==> config.mk <==
export PLATFORM = sky130hd
export DESIGN_NAME = wb_load_seq
export DESIGN_NICKNAME = d
export VERILOG_FILES = /design/src/rtl/wb_load_seq.sv
export SDC_FILE = /design/constraint.sdc
export NUM_CORES = 1
export LEC_CHECK = 0
export ABC_CLOCK_PERIOD_IN_PS = 4480
export CORE_MARGIN = 3
export CORE_UTILIZATION = 44
export DETAILED_ROUTE_END_ITERATION = 6
export PLACE_DENSITY_LB_ADDON = 0.08
export RECOVER_POWER = 100
export SKIP_LAST_GASP = 1
export SYNTH_ARGS = -nofsm -noshare
export SYNTH_HDL_FRONTEND = slang
export SYNTH_SLANG_ARGS = --single-unit
==> constraint.sdc <==
create_clock -name clk -period 4.48 [get_ports clk]
set_input_delay 0.896 -clock clk [delete_from_list [all_inputs] [get_ports clk]]
set_output_delay 0.896 -clock clk [all_outputs]
set_load 0.05 [all_outputs]
==> src/rtl/wb_load_seq.sv <==
// wb_load_seq: master of the weight/input reader handshake.
// After a start, sweeps every network input (phase 0), then every weight and
// bias of every layer (phase 1). Each value is requested with a one-cycle rs
// pulse. The sequencer waits for rf and then writes the value into the input
// or weight buffer at a linear address.
//
// Ports:
//   clk, rst_n            clock, asynchronous active-low reset
//   start                 begin a load (honoured in IDLE only)
//   layers, nlayers       per-layer neuron counts (8 bits each), valid layer count
//   rlayer, rn, rin       index of the value requested from the reader
//   rmode, rs             0 = input / 1 = weight or bias; one-cycle request pulse
//   ram_in, ram_w, rf     reader data and sticky finished flag
//   in_we/in_addr/in_data input buffer write port
//   w_we/w_addr/w_data    weight buffer write port
//   busy, done, err       run status; err is sticky until the next start
//   wcount                weights written in the current or last run
module wb_load_seq #(
  parameter int maxl   = 5,
  parameter int sizein = 32,
  parameter int sizew  = 8,
  parameter int WA     = 16,
  parameter int TMO    = 1024
) (
  input  logic                clk,
  input  logic                rst_n,
  input  logic                start,
  input  logic [maxl*8-1:0]   layers,
  input  logic [7:0]          nlayers,
  output logic [7:0]          rlayer,
  output logic [7:0]          rn,
  output logic [7:0]          rin,
  output logic                rmode,
  output logic                rs,
  input  logic [sizein-1:0]   ram_in,
  input  logic [sizew-1:0]    ram_w,
  input  logic                rf,
  output logic                in_we,
  output logic [WA-1:0]       in_addr,
  output logic [sizein-1:0]   in_data,
  output logic                w_we,
  output logic [WA-1:0]       w_addr,
  output logic [sizew-1:0]    w_data,
  output logic                busy,
  output logic                done,
  output logic                err,
  output logic [WA-1:0]       wcount
);

  localparam int TW = (TMO > 1) ? $clog2(TMO) : 1;

  typedef enum logic [2:0] {
    S_IDLE, S_CHECK, S_ISSUE, S_WAIT_RF, S_WRITE, S_NEXT, S_FIN
  } state_t;

  state_t              state, state_nx;
  logic [maxl*8-1:0]   lay_q;     // layer sizes captured at start
  logic [7:0]          nl_q;
  logic                phase;     // 0 = network inputs, 1 = weights/biases
  logic [7:0]          l_cnt, n_cnt, i_cnt;
  logic [TW-1:0]       tmo_cnt;
  logic [WA-1:0]       wcnt;
  logic                err_q;

  logic                cfg_bad, i_last, n_last, l_last, tmo_hit;
  logic [7:0]          l_cur, l_prev;

  // Neuron count of layer k; 0 for any index outside the table.
  function automatic logic [7:0] lsize(input logic [maxl*8-1:0] lay, input logic [7:0] k);
    lsize = '0;
    for (int j = 0; j < maxl; j++)
      if (k == 8'(j)) lsize = lay[8*j +: 8];
  endfunction

  always_comb begin
    // NOTE: every signal gets a default first so no path can infer a latch.
    cfg_bad = (nl_q < 8'd2) || (nl_q > 8'(maxl));
    for (int j = 0; j < maxl; j++)
      if ((8'(j) < nl_q) && (lay_q[8*j +: 8] == 8'd0)) cfg_bad = 1'b1;
    l_cur   = lsize(lay_q, l_cnt);
    l_prev  = lsize(lay_q, l_cnt - 8'd1);
    // Phase 1 runs i one past the fan-in; that extra index is the bias.
    i_last  = phase ? (i_cnt == l_prev) : (i_cnt == l_cur - 8'd1);
    n_last  = (n_cnt == l_cur - 8'd1);
    l_last  = (l_cnt == nl_q - 8'd1);
    tmo_hit = (tmo_cnt == TW'(TMO - 1));

    state_nx = state;
    unique case (state)
      S_IDLE:    if (start) state_nx = S_CHECK;
      S_CHECK:   state_nx = cfg_bad ? S_FIN : S_ISSUE;
      S_ISSUE:   state_nx = S_WAIT_RF;
      S_WAIT_RF: if (rf) state_nx = S_WRITE;
                 else if (tmo_hit) state_nx = S_FIN;
      S_WRITE:   state_nx = S_NEXT;
      S_NEXT:    state_nx = (phase && i_last && n_last && l_last) ? S_FIN : S_ISSUE;
      S_FIN:     state_nx = S_IDLE;
      default:   state_nx = S_IDLE;
    endcase
  end

  always_ff @(posedge clk or negedge rst_n) begin
    if (!rst_n) begin
      state <= S_IDLE;
    end else begin
      state <= state_nx;
    end
  end

  always_ff @(posedge clk or negedge rst_n) begin
    if (!rst_n) begin
      lay_q   <= '0;
      nl_q    <= '0;
      phase   <= 1'b0;
      l_cnt   <= '0;
      n_cnt   <= '0;
      i_cnt   <= '0;
      tmo_cnt <= '0;
      wcnt    <= '0;
      err_q   <= 1'b0;
    end else begin
      // NOTE: non-blocking assignments so every register sees pre-edge values.
      unique case (state)
        S_IDLE: if (start) begin
          lay_q <= layers;
          nl_q  <= nlayers;
          err_q <= 1'b0;
          wcnt  <= '0;
          phase <= 1'b0;
          l_cnt <= '0;
          n_cnt <= '0;
          i_cnt <= '0;
        end
        S_CHECK:   if (cfg_bad) err_q <= 1'b1;
        S_ISSUE:   tmo_cnt <= '0;
        S_WAIT_RF: if (!rf) begin
          if (tmo_hit) err_q <= 1'b1;
          else         tmo_cnt <= tmo_cnt + 1'b1;
        end
        S_WRITE:   if (phase) wcnt <= wcnt + 1'b1;
        S_NEXT: begin
          if (!phase) begin
            if (i_last) begin
              phase <= 1'b1;
              l_cnt <= 8'd1;
              n_cnt <= '0;
              i_cnt <= '0;
            end else begin
              i_cnt <= i_cnt + 8'd1;
            end
          end else if (i_last) begin
            i_cnt <= '0;
            if (!n_last) begin
              n_cnt <= n_cnt + 8'd1;
            end else if (!l_last) begin
              n_cnt <= '0;
              l_cnt <= l_cnt + 8'd1;
            end
          end else begin
            i_cnt <= i_cnt + 8'd1;
          end
        end
        default: ;
      endcase
    end
  end

  // Index outputs come straight from the counters, which only move in NEXT,
  // so they stay stable from ISSUE through WRITE.
  assign rlayer  = l_cnt;
  assign rn      = n_cnt;
  assign rin     = i_cnt;
  assign rmode   = phase;
  assign rs      = (state == S_ISSUE);
  assign in_we   = (state == S_WRITE) && !phase;
  assign w_we    = (state == S_WRITE) && phase;
  assign in_addr = in_we ? WA'(i_cnt) : '0;
  assign in_data = in_we ? ram_in : '0;
  assign w_addr  = w_we ? wcnt : '0;
  assign w_data  = w_we ? ram_w : '0;
  assign busy    = (state != S_IDLE) && (state != S_FIN);
  assign done    = (state == S_FIN);
  assign err     = err_q;
  assign wcount  = wcnt;

endmodule

# == Yosys cells after proc, flatten, opt, wreduce, memory -nomap -nowiden ==
# Cells that the tools add are included.
# totals
output_inout_bits,119
in_bits,92
register_bits,103
# classes
order_cmp,7
n_eq_ne,31
addsub,8
reduce_logical,34
mux,55
# op_table
cell,count
two-way mux 8 bit,24
logical NOT 8 bit,7
two-way mux 16 bit,3
one-hot mux 8 bit (2 select lines),3
== test 8 x 2 -> 1 bit (second input constant),4
== test 8 bit,4
two-way mux 32 bit,1
one-hot mux 16 bit (2 select lines),1
adder 8 x 1 -> 8 bit (second input constant),3
subtractor 8 x 1 -> 8 bit (second input constant),3
two-way mux 10 bit,2
one-hot mux 10 bit (2 select lines),1
one-hot mux 3 bit (6 select lines),1
adder 16 x 1 -> 16 bit (second input constant),1
== test 8 x 1 -> 1 bit (second input constant),2
== test 8 x 3 -> 1 bit (second input constant),2
less-than comparator 1 x 8 -> 1 bit (first input constant),2
less-than comparator 2 x 8 -> 1 bit (first input constant),2
two-way mux 3 bit,5
!= test 2 bit (second input constant),7
two-way mux 1 bit,12
!= test 3 bit (second input constant),4
logical AND 1 bit,11
adder 10 x 1 -> 10 bit (second input constant),1
other kinds (19),29

# == Logic depth before layout (Yosys ltp) ==
# Gate-level depths: netlist (run 1).
# logic_depth
word_depth,14
mapped_depth,21
ltp_nobuf,17

# == Worst setup path before layout (run 1) ==
# OpenSTA, ideal clock, no wires.
# synth_timing
path_kind,flip-flop to flip-flop
start,"reg l_cnt[0], in the netlist rlayer[0]"
end,"reg l_cnt[2], in the netlist rlayer[2]"
period_less_slack_ns,4.900
setup_slack_ns,-0.420
arrival_time_ns,4.823
path_stages_with_launch,21
path_cell_list,dfrtp_1 > clkbuf_1 > inv_1 > ha_1 > clkbuf_1 > buf_2 > buf_1 > clkbuf_1 > nand3_1 > o21a_1 > ha_1 > inv_1 > nor2_1 > mux2i_1 > o211ai_1 > a311oi_1 > xnor2_1 > a2111o_1 > or4b_4 > or4_1 > o21ai_1
# synth_between
elab_chain_len,11
word_cells_on_any_way,37
cone_classes,3 x add/sub; 15 x eq/ne; 16 x mux; 3 x reduce/logical
# synth_lines
element,line,text
from (decl),60,"logic [7:0] l_cnt, n_cnt, i_cnt;"
from (signal assigned),157,l_cnt <= l_cnt + 8'd1;
logical NOT 8 bit or subtractor 8 x 1 -> 8 bit (tied branches),"72, 81",
two-way mux 8 bit or logical NOT 8 bit (tied branches),72,if (k == 8'(j)) lsize = lay[8*j +: 8];
two-way mux 8 bit (4 in series),72,
subtractor 8 x 1 -> 8 bit or two-way mux 8 bit (tied branches),"83, 84, 72",
== test 8 bit,83,i_last = phase ? (i_cnt == l_prev) : (i_cnt == l_cur - 8'd1);
two-way mux 1 bit,83,
!= test 2 bit (no line),n/a,
AND reduction 5 bit (no line),n/a,
# Parallel ways exist; a longest one is shown, timed or not. The select of a mux whose other input is x is not followed.
# A chain may end at the register's enable or synchronous reset.

# == Worst setup path in the final report (run 1) ==
# layout_timing
start,"reg l_cnt[4], in the netlist rlayer[4]"
end,"reg l_cnt[7], in the netlist rlayer[7]"
# The elaborated chain is that of the path after synthesis.

==> impl_metrics.csv, run 1 <==
group,metric,value,unit
synthesis,synthCells,931,
synthesis,yosysTopAreaCellShare,34.8,%
pwr,ir_worst_vdd,326,µV
synthesis,syn-cell-area,0.00740,mm²
synthesis,ys_types,78,
hold_path,hold_depth,2,
synthesis,ys.flop_type,"dfrtp_1",
status,violations,"capacitance limit, slew limit",
timing,hold_viol_final,0,
finish,final_cell_mix,"nand2_1 (183), dfrtp_1 (98), clkdlybuf4s50_1 (88)",
drt,detail_route.wl_per_cell,17.6,µm
timing,min_period,4.35,ns
global_routing,grt.overflow.total,0,
floorplan,std_cell_rows,46,
drt,drtPass1Iterations,5,
drt,drt_wl_total,23600,µm
clocking,htree_levels,3,
clocking,clock_latency,0.36,ns
setup_path,crit_type,"reg -> reg",
global_routing,antenna_found_initial,0,
clocking,clock_sinks,103,
timing,finalSetupViolCount,0,
finish,fill_cells,1529,
clocking,clkTransAtPathRegs,0.08,ns
synthesis,yosysWarnings,0,
clocking,cts_hold_buffers,0,
floorplan,pin_count,211,
synthesis,yosysSeqAreaShare,34.8,%
timing,whs,0.508,ns
finish,seq_area,0.00258,mm²
timing,finClkSkew,0.0109,ns
finish,area_growth,32.4,%
setup_path,r2r_start,"rlayer[4]$_DFFE_PN0P_",
drt,drc,0,
synthesis,yosysTopAreaCell,"dfrtp_1",
setup_path,ff2ff_setup_slack,0.13,ns
setup_path,critical_path_arrival,4.65,ns
setup_path,crit_path_end_kind,"register",
synthesis,avgSynthCellArea,7.95,µm²
finish,multiInputGateArea,0.00446,mm²
global_routing,grt_use_total,25.2,%
finish,final_nets,1229,
setup_path,worst-path-max-fanout,10,
hold_path,hold_end,"err$_DFFE_PN0P_",
synthesis,synth_edf_count,0,
setup_path,critPathLaunchType,"register",
timing,max_freq,230,MHz
drt,route.vias.total,7474,
pwr,power_density,629,mW/mm²
setup_path,cp.required,4.78,ns
setup_path,ff2ff_path_depth,16,
timing,slew_violations,110,
pwr,p_leak,4.37,nW
global_routing,grt_first_pass_wirelength,37200,µm
pwr,finalPower,6.17,mW
floorplan,initial_core_util,45.8,%
global_routing,grt_max_degree,76,
synthesis,synth-async-reset-ratio,100,%
place,place.gp.congestion,0.934,
drt,via_per_inst,5.56,
timing,worstMarginPinSlew,1.97,ns
hold_path,hp-start,"err$_DFFE_PN0P_",
place,port_buffers,202,
clocking,cts_root_buf,"clkbuf_16",
synthesis,ys_ff_latch,103,
finish,layout-drive-gt1-share,7.00,%
hold_path,hp-class,"reg -> reg",
global_routing,grt_pass1_vias,7094,
floorplan,die_w,136,µm
flow_run,maxCapViolCount,2,
timing,period_share,97.1,%
clocking,cts_buffer_depth,2,
place,dp_hpwl,17500,µm
place,dp_slack,0.0449,ns
finish,n_antenna_cell,0,
clocking,numCtsBuffers,9,
floorplan,die_h,136,µm
timing,layout_setup_ws,0.132,ns
setup_path,rr_endpoint,"rlayer[7]$_DFFE_PN0P_",
timing,fin_setup_tns,0,ns
finish,layout_commonest_cell,"nand2_1",
status,status,"finished, violations left",
drt,ant_nets,0,
clocking,cts_tree,"yes",
floorplan,core_area,0.0162,mm²
timing,relSlewSlack,-31.5,%
floorplan,dieArea,0.0184,mm²
synthesis,synth.area.top_cells,"dfrtp_1 (35%), nand2_1 (9.3%), and2_1 (5.7%), nor2_1 (3.3%), xnor2_1 (3.2%)",
drt,drt_iter0_markers,754,
==> worst max-delay path by stage <==
stage / start / to / slack, ns
global route: rlayer[1]$_DFFE_PN0P_ / rlayer[7]$_DFFE_PN0P_ / -0.04
detailed placement: rlayer[4]$_DFFE_PN0P_ / rin[5]$_DFFE_PN0P_ / 0.04
CTS: rlayer[4]$_DFFE_PN0P_ / rin[5]$_DFFE_PN0P_ / 0.02
finish: rlayer[4]$_DFFE_PN0P_ / rlayer[7]$_DFFE_PN0P_ / 0.13
floorplan: rlayer[4]$_DFFE_PN0P_ / rlayer[2]$_DFFE_PN0P_ / 0.03
global placement: rlayer[4]$_DFFE_PN0P_ / rin[5]$_DFFE_PN0P_ / 0.13
==> power breakdown <==
part | internal (mW) | switching [mW]
logic | 1.49 | 2.20
registers | 1.22 | 0.460
clock network | 0.395 | 0.396
total | 3.11 | 3.06
==> flip-flops by register name, indices dropped and copies added (netlist names), 3 cells and up <==
| signal | count |
|---|---|
| lay_q | 40 |
| state | 3 |
| nl_q | 8 |
| rlayer | 8 |
| rn | 8 |
| rin | 8 |
| tmo_cnt | 10 |
| wcount | 16 |
==> final cells by class <==
cell class,instances,area share [%]
tap,216,2.76
inverter,29,1.11
clock inverter,7,0.728
clock buffer,9,2.30
multi-input combinational,741,45.5
timing repair buffer,239,21.2
sequential,103,26.4
==> per-layer routing <==
metal,vias to the layer above,track usage [%],share of wire [%]
met5,-,0,0
met4,0,6.66,1.7
met3,38,5.13,7.5
met2,309,39.3,46
met1,3484,35.8,44
li1,3643,-,-
==> metrics by stage <==
step	instances	area [µm²]	utilization, %
floorplan	938	7440	-
CTS	1342	9920	61.3
finish	1344	9800	60.6
global route	1344	9800	60.6
detailed placement	1326	9630	59.5
global placement	1326	9630	59.5
==> cells by family (layout without fill, tap and decap cells) <==
family | Yosys count | count (layout) | synth area share [%]
AND/OR/NAND/NOR | 484 | 484 | 32.4
AO/OA/AOI/OAI | 178 | 178 | 17.4
flip-flops | 103 | 103 | 34.8
buffers and inverters | 94 | 284 | 5.53
XOR/XNOR | 51 | 51 | 6.59
adder cells (fa/ha/maj) | 14 | 14 | 2.37
multiplexers | 6 | 6 | 0.845
other | 1 | 8 | 0.0507
==> what timing repair did <==
| action | CTS | global route |
|---|---|---|
| endpoints found under the hold margin | 0 | 0 |
| endpoints found under the setup margin | 0 | 23 |
| buffers inserted | 0 | 2 |
| gates resized for setup | 0 | 6 |
==> cell usage after synthesis (5+ instances only) <==
cell type  count
o22ai_1        9
nor2b_1       13
dfrtp_1      103
inv_1         29
a31oi_1       11
a21oi_1       21
o21a_1         8
a41oi_1        7
nand2_1      184
xor2_1        21
xnor2_1       27
buf_1          5
o21ai_0       35
a22oi_1        7
a221o_1        6
clkbuf_1      42
nand4_1       10
a211oi_1       5
nor3b_1        7
buf_2          6
nor4_1        16
or2_2          7
and2_1        68
ha_1          14
nand3b_1       8
nand3_1       34
nor3_1        25
nand2b_1      10
and3_1        16
buf_4         11
nor2_1        66
a22o_1         6
==> worst max-delay path: stages, from the launching register on <==
cell and delay (ns):
dfrtp_2 0.41, or4_4 0.55, or3_4 0.37, a211o_1 0.28
o21a_1 0.13, ha_1 0.21, inv_2 0.09, nor2_1 0.06
mux2i_1 0.13, o211ai_1 0.12, a311oi_2 0.22, xnor2_1 0.09
a2111o_1 0.34, or4b_4 0.57, buf_4 0.21, nor4_2 0.31
mux2_2 0.19
Note: power is estimated with default switching activity, not from simulation.
==> inputs of run 2 (changes only) <==
--- a/config.mk
+++ b/config.mk
@@ -12,6 +12,7 @@
 export PLACE_DENSITY_LB_ADDON = 0.08
 export RECOVER_POWER = 100
 export SKIP_LAST_GASP = 1
+export SLEW_MARGIN = 0
 export SYNTH_ARGS = -nofsm -noshare
 export SYNTH_HDL_FRONTEND = slang
 export SYNTH_SLANG_ARGS = --single-unit
==> results of run 2 <==
The final DEF is identical to that of run 1; final timing and power are the same.
==> edit (config.mk and constraints of run 1) <==
`sizew`: 8 -> 16.
--- a/src/rtl/wb_load_seq.sv
+++ b/src/rtl/wb_load_seq.sv
@@ -19,5 +19,5 @@
   parameter int maxl   = 5,
   parameter int sizein = 32,
-  parameter int sizew  = 8,
+  parameter int sizew  = 16,
   parameter int WA     = 16,
   parameter int TMO    = 1024
Interface: changed (resized ram_w and w_data); port bits go from 211 to 227. The function was not compared with the original's and may differ.
==> edit against run 1 <==
The run still ends with max-capacitance violations, max-slew violations left. Sequential cell count is the same. Power shrank 1.3%. Design area grew 2.9%. Core utilization grew 2.2 points. Sequential share of layout area shrank 0.79 points. Count of clock-buffer cells in the layout is the same. Routed wire length shrank 1.1%. Via count shrank 7.1%. Synthesized area shrank 1.6%. Setup slack gained 270 ps. Critical path type unchanged.
==> edit: results <==
group,metric,value,unit
status,status,"finished with violations",
status,violations,"max-capacitance violations, max-slew violations",
route,via_per_inst,5.56,
place,dp.cells,1232,
logic_synthesis,ys_top_cells_by_area,"dfrtp_1 35%, and2_1 6.3%, mux2_2 6.0%",
place,dp_hpwl,18100,um
timing,fin_skew,11.5,ps
timing,slew_violations,53,
run,cap_violations,1,
place,pre_cts_slack,34.8,ps
finish,fillCellCount,1387,
place,io_buffers,218,
timing,slew_headroom,-90.8,%
power,irDropWorstVdd,0.315,mV
logic_synthesis,ys_top_cells_by_count,"103 x dfrtp_1, 73 x and2_1, 64 x nor2_1",
place,gp_congestion,0.955,
global_routing,grt_usage,25.5,%
power,p_leak,4.43,nW
worst_setup_path,critPathMaxFanout,8,
route,postRouteWirelength,23400,um
timing,finalHoldViolCount,0,
route,drt_iter0_markers,576,
global_routing,grt_start_max_net_pins,54,
logic_synthesis,synth_sequential_area_ratio,35.4,%
power,swShare,47.2,%
-- edit: area by class of cell --
class	instances	area, um^2	share of cell area, %
Clock inverter	7	105	1.04
Tap cell	216	270	2.68
Inverter	28	105	1.04
Multi-Input combinational cell	636	4390	43.5
Timing Repair Buffer	249	2410	23.9
Sequential cell	103	2580	25.6
Clock buffer	9	225	2.23
-- edit: cell families (layout without fill, tap and decap cells) --
kind of cell / after synthesis / count (layout) / synth area share, %
flops: 103 / 103 / 35.4
buf+inv: 82 / 293 / 5.08
compound gates: 177 / 177 / 18.4
fa+ha+maj: 14 / 14 / 2.40
simple gates: 338 / 338 / 24.9
mux: 46 / 46 / 7.06
xor+xnor: 53 / 53 / 6.77
other cells: 1 / 8 / 0.0515
-- edit: path summary, 6_finish.rpt --
kind                            start  slack, ps  cells past startpoint         end
max                         rlayer[1]        400                     16   rlayer[0]
min                        tmo_cnt[0]        530                      1  tmo_cnt[0]
max reg2reg                 rlayer[1]        400                     16   rlayer[0]
min reg2reg                tmo_cnt[0]        530                      1  tmo_cnt[0]
max in group asynchronous       rst_n       1400                      1     nl_q[0]
min in group asynchronous       rst_n       1460                      1  wcount[12]
-- edit: metrics by stage --
step / utilization [%] / hold WS [ps] / total power, mW
final: 62.8 / 530 / 6.09
after global routing: 62.8 / 569 / 6.49
after CTS: 62.8 / 541 / 6.13
after detailed placement: 60.7 / 527 / 5.23
after global placement: 60.7 / 525 / 5.22
after floorplan: - / 490 / 4.15
-- edit: layer usage --
metal  track usage, %  part of all wire [%]  vias up
li1                 -                     -     3341
met4             8.20                   1.9        0
met3             5.22                   6.9       35
met5                0                     0        -
met2             42.6                    49      252
met1             33.3                    42     3317
-- edit: worst max-delay path: stages, from the launching register on --
cell,delay (ps)
dfrtp_2,470
inv_1,120
ha_1,240
buf_4,160
nand3b_1,160
a211oi_1,270
a31oi_2,140
ha_1,320
inv_1,170
nand3_1,90
nor3b_1,210
a21oi_1,110
a211o_1,310
nor4_1,290
o22ai_1,170
or2_1,340
mux2_1,350
-- edit: power groups by stage --
stage                     combinational [mW]  sequential, mW  clock, mW
after global placement                  3.52            1.69          0
after detailed placement                3.54            1.69          0
after CTS                               3.56            1.68      0.885
after floorplan                         2.48            1.67          0
after global routing                    3.84            1.73      0.917
final                                   3.54            1.69      0.864
